==> src/rtl/dnn_dot_ctrl.sv <==
// dnn_dot_ctrl: CSR-configured fixed-point dot-product engine mastering SDRAM over Avalon-MM
module dnn_dot_ctrl #(
   parameter int FRAC  = 16,
   parameter int LEN_W = 16
) (
   input  logic        clk,
   input  logic        rst_n,
   input  logic [2:0]  slave_address,
   input  logic        slave_read,
   input  logic        slave_write,
   input  logic [31:0] slave_writedata,
   output logic [31:0] slave_readdata,
   output logic [31:0] master_address,
   output logic        master_read,
   output logic        master_write,
   output logic [31:0] master_writedata,
   input  logic [31:0] master_readdata,
   input  logic        master_waitrequest,
   input  logic        master_readdatavalid
);
   typedef enum logic [2:0] {IDLE, RD_W, WT_W, RD_I, WT_I, MAC, WR} state_t;
   state_t state, nxt;
   logic [31:0] waddr, iaddr, oaddr, bias, result, acc, w, a, term, sum, res, off;
   logic [LEN_W-1:0] len, i;
   logic [LEN_W:0] i_nxt;
   logic relu, busy, start, accepted, more;
   assign busy = state != IDLE;
   assign start = slave_write && slave_address == 3'd0 && !busy;
   assign accepted = !master_waitrequest;
   assign term = 32'((64'($signed(w)) * 64'($signed(a))) >>> FRAC);
   assign sum = acc + bias;
   assign res = (relu && sum[31]) ? '0 : sum;
   assign off = 32'(i) << 2;
   assign i_nxt = {1'b0, i} + {{LEN_W{1'b0}}, 1'b1};
   assign more = i_nxt < {1'b0, len};
   // state register
   always_ff @(posedge clk or negedge rst_n)
      if (!rst_n) state <= IDLE;
      else state <= nxt;
   // next-state: one request at a time, each read waits for its data before the next
   always_comb begin
      nxt = state;
      case (state)
         IDLE: if (start) nxt = (len == '0) ? WR : RD_W;
         RD_W: if (accepted) nxt = WT_W;
         WT_W: if (master_readdatavalid) nxt = RD_I;
         RD_I: if (accepted) nxt = WT_I;
         WT_I: if (master_readdatavalid) nxt = MAC;
         MAC:  nxt = more ? RD_W : WR;
         WR:   if (accepted) nxt = IDLE;
         default: nxt = IDLE;
      endcase
   end
   // master outputs derive from state and frozen registers, so they hold still under stall
   always_comb begin
      master_read = state == RD_W || state == RD_I;
      master_write = state == WR;
      master_address = (state == RD_W) ? waddr + off :
                       (state == RD_I) ? iaddr + off :
                       (state == WR)   ? oaddr : '0;
      master_writedata = (state == WR) ? res : '0;
   end
   // datapath: operand capture, accumulate with truncated Q-format product, result latch
   always_ff @(posedge clk or negedge rst_n)
      if (!rst_n) begin
         acc <= '0;
         i <= '0;
         w <= '0;
         a <= '0;
         result <= '0;
      end else begin
         if (start) begin
            acc <= '0;
            i <= '0;
         end
         if (state == WT_W && master_readdatavalid) w <= master_readdata;
         if (state == WT_I && master_readdatavalid) a <= master_readdata;
         if (state == MAC) begin
            acc <= acc + term;
            i <= i_nxt[LEN_W-1:0];
         end
         if (state == WR && accepted) result <= res;
      end
   // configuration registers, frozen while a run is in progress
   always_ff @(posedge clk or negedge rst_n)
      if (!rst_n) begin
         waddr <= '0;
         iaddr <= '0;
         oaddr <= '0;
         len <= '0;
         bias <= '0;
         relu <= 1'b0;
      end else if (slave_write && !busy) begin
         case (slave_address)
            3'd1: waddr <= slave_writedata;
            3'd2: iaddr <= slave_writedata;
            3'd3: oaddr <= slave_writedata;
            3'd4: len <= slave_writedata[LEN_W-1:0];
            3'd5: bias <= slave_writedata;
            3'd6: relu <= slave_writedata[0];
            default: ;
         endcase
      end
   // CSR read mux, zero wait
   always_comb begin
      slave_readdata = '0;
      if (slave_read)
         case (slave_address)
            3'd0: slave_readdata = {31'b0, busy};
            3'd1: slave_readdata = waddr;
            3'd2: slave_readdata = iaddr;
            3'd3: slave_readdata = oaddr;
            3'd4: slave_readdata = 32'(len);
            3'd5: slave_readdata = bias;
            3'd6: slave_readdata = {31'b0, relu};
            default: slave_readdata = result;
         endcase
   end
endmodule

==> config.mk <==
export PLATFORM = sky130hd
export DESIGN_NAME = dnn_dot_ctrl
export DESIGN_NICKNAME = d
export VERILOG_FILES = /design/src/rtl/dnn_dot_ctrl.sv
export SDC_FILE = /design/constraint.sdc
export NUM_CORES = 2
export LEC_CHECK = 0
export BUFFER_PORTS_ARGS = -buffer_cell sky130_fd_sc_hd__buf_2
export CAP_MARGIN = 20
export CORE_MARGIN = 5
export CORE_UTILIZATION = 50
export DETAILED_ROUTE_END_ITERATION = 7
export PLACE_DENSITY_LB_ADDON = 0.1
export RECOVER_POWER = 25
export SLEW_MARGIN = 10
export SYNTH_ARGS = -nofsm -noshare
export SYNTH_HDL_FRONTEND = slang
export SYNTH_SLANG_ARGS = --single-unit
export TNS_END_PERCENT = 1
==> constraint.sdc <==
create_clock -name clk -period 8.3 [get_ports clk]
set_input_delay 0.83 -clock clk [delete_from_list [all_inputs] [get_ports clk]]
set_output_delay 0.83 -clock clk [all_outputs]
set_load 0.005 [all_outputs]
==> flow_summary.json <==
{
  "required_ns": 8.78,
  "cts_tree": "yes",
  "synth_nets": 6128,
  "layout_common_cells": "839 x inv_1, 837 x fa_1, 545 x nand2_1",
  "fin_skew_ns": 0.0530,
  "die_area_sq_mm": 0.101,
  "dp_hpwl_um": 109000,
  "r2r_slack_ns": -0.80,
  "period_needed_ns": 9.10,
  "fin_cells": 6563,
  "fmax_mhz": 110,
  "status": "finished, violations left",
  "io_pins": 171,
  "ys_seq_area_frac": 0.155,
  "r2r_end": "acc[18]",
  "die_width_um": 317,
  "tightest_slew_ns": 6.45,
  "place_congestion": 0.933,
  "busiest_layer": "met2",
  "clock_path_buffers": 3,
  "cts_root_buf": "clkbuf_16",
  "syn_area_sq_mm": 0.0472,
  "drt-total-wl_um": 132000,
  "grt.total_usage": 0.268,
  "slew-limit-headroom": -3.30,
  "min-delay-start": "result[8]",
  "grt_pass1_wl_um": 211000,
  "synth-seq-cells": 292,
  "layout_setup_ws_ns": -0.801,
  "first_pass_iters": 6,
  "port_buffers": 170,
  "rows": 112,
  "synth_area_per_cell_sq_um": 9.56,
  "drc": 0,
  "synth.distinct_cells": 95,
  "cts_made_buffers": 38,
  "cpMostUsedCell": "fa_1",
  "hold_depth": 2,
  "drv_slew": 234,
  "postRouteAntennaNets": 0,
  "insertion_delay_ns": 0.60,
  "arrival_ns": 9.58,
  "dr_total_vias": 35500,
  "setup_viol": 17,
  "fin_util": 0.573,
  "cp-end-kind": "flop",
  "critPathLaunchType": "flop",
  "core_area_sq_mm": 0.0935,
  "reg2reg_depth": 39,
  "async_reset_ff_frac": 1.00,
  "tns_ns": -7.91,
  "use_met1": 0.365,
  "die_y_um": 317,
  "synth_edf_count": 0,
  "max_cap_violations": 2,
  "htreeDepth": 2,
  "ys.flop_type": "dfrtp_1",
  "area_growth_syn_to_layout_pct": 13.5,
  "whs_ns": 0.490,
  "cts.sinks": 292,
  "start_util": 0.505,
  "hold_viol_final": 0,
  "nNetsFinal": 6471,
  "drive_above_1_share": 0.184,
  "grt_start_max_net_pins": 120,
  "met3_usage": 0.0265,
  "slowest_stage": "fa_1",
  "worstPathMaxFanout": 7,
  "placed_cells": 6466,
  "hold_buffers": 0,
  "viasPerCell": 5.41,
  "drt_iter0_drc": 2354,
  "hold_path_end": "result[8]",
  "cpPeakStageDelay_ns": 0.52,
  "use_met2": 0.458,
  "wl_per_cell_um": 20.1,
  "synth_warnings": 0,
  "syn_inst": 4939,
  "grt_overflow": 0,
  "antenna_cells": 0,
  "rsz0062_at_grt": "true",
  "reg2reg_from": "w[9]",
  "clkSlewWorstSetupHoldPaths_ns": 0.06,
  "finalCritPeriodShare": 1.10,
  "path_class": "reg -> reg",
  "violations": "capacitance limit, slew limit, setup timing",
  "final_common_cell": "inv_1",
  "antenna_found_initial": 1,
  "min_path_type": "reg -> reg",
  "grt_pass1_vias": 37000
}
## synth_stat cells, drive strengths merged (6+ instances only)
cell,instances,area [sq um]
nand4,16,113
and3,38,243
o21a,29,218
a211oi,16,140
a31oi,25,156
inv,843,3160
and2,511,3200
o41ai,6,75.1
a221oi,11,109
nor3,34,175
dfrtp,292,7310
fa,842,16900
nor3b,7,57.6
buf,33,149
a21oi,103,519
or3,15,98.8
a211o,6,52.6
a22o,21,184
a22oi,61,458
a222oi,7,70.1
o21bai,15,116
nand2,548,2070
clkbuf,228,857
o31ai,31,290
nand3,48,240
nand2b,18,113
mux2i,15,150
o2111ai,7,61.3
o21ai,131,663
nor4,9,77.6
nor2b,35,219
a21o,40,300
ha,274,3430
xnor2,107,945
mux2,215,2420
o211ai,9,67.6
nor2,153,574
xor2,62,543
or2,6,37.5
## logic make-up (layout without fill, tap and decap cells)
kind of cell / after synthesis / after routing / share of synthesized area
compound gates: 570 / 570 / 0.0843
buf+inv: 1106 / 1476 / 0.0885
mux: 232 / 232 / 0.0554
flops: 292 / 292 / 0.155
simple gates: 1454 / 1454 / 0.156
fa+ha+maj: 1116 / 1116 / 0.430
xor+xnor: 169 / 169 / 0.0315
## how the worst max path moves through the flow
stage	startpoint	endpoint	slack [ns]	cells past startpoint
after global placement	w[9]	acc[28]	-0.95	35
after CTS	a[4]	acc[31]	-0.75	34
after global routing	a[2]	acc[18]	-1.15	39
after floorplan	a[17]	acc[31]	-0.35	35
after detailed placement	w[9]	acc[31]	-1.07	35
final	w[9]	acc[18]	-0.80	39
## layer usage
layer / up-vias / part of all wire
met5: - / 0
met4: 0 / 0.035
met3: 222 / 0.040
met2: 815 / 0.50
met1: 18300 / 0.43
li1: 16200 / -
## sequential cells by signal, indices dropped and copies added (netlist names)
signal / flops
iaddr: 32
bias: 32
i: 16
waddr: 32
relu: 1
oaddr: 32
state: 3
a: 32
len: 16
acc: 32
w: 32
result: 32
## worst max-delay path, delay by kind of cell (launching register included)
kind / cells / cell delay, ns
buffers and inverters: 10 / 1.01
AND/OR/NAND/NOR: 2 / 0.45
XOR/XNOR: 1 / 0.14
adder cells (fa/ha/maj): 10 / 4.01
flip-flops: 1 / 0.43
AO/OA/AOI/OAI: 16 / 2.99
## repair_timing
action                     4_1_cts  5_1_grt
pin swaps                       40       42
setup buffers                   20        8
setup endpoints to repair       23       23
cloned                           0        0
resized for setup               62       42
## layout make-up
| cell class | instances | area, sq um |
|---|---|---|
| multi-input combinational | 3541 | 36100 |
| clock buffer | 52 | 1080 |
| clock inverter | 15 | 230 |
| sequential | 292 | 7320 |
| timing repair buffer | 564 | 4070 |
| tap | 1254 | 1570 |
| fill | 8435 | 39900 |
| inverter | 845 | 3170 |
## through the flow
step	cell area, sq um	setup WS, ns
6_report	53600	-0.801
2_1_floorplan	47300	-0.352
4_1_cts	53300	-0.750
5_1_grt	53600	-1.15
3_5_place_dp	51600	-1.07
3_3_place_gp	51600	-0.947
Power is not shown: default switching activity piles up to over one toggle a cycle in this logic, so the estimate is an artifact.
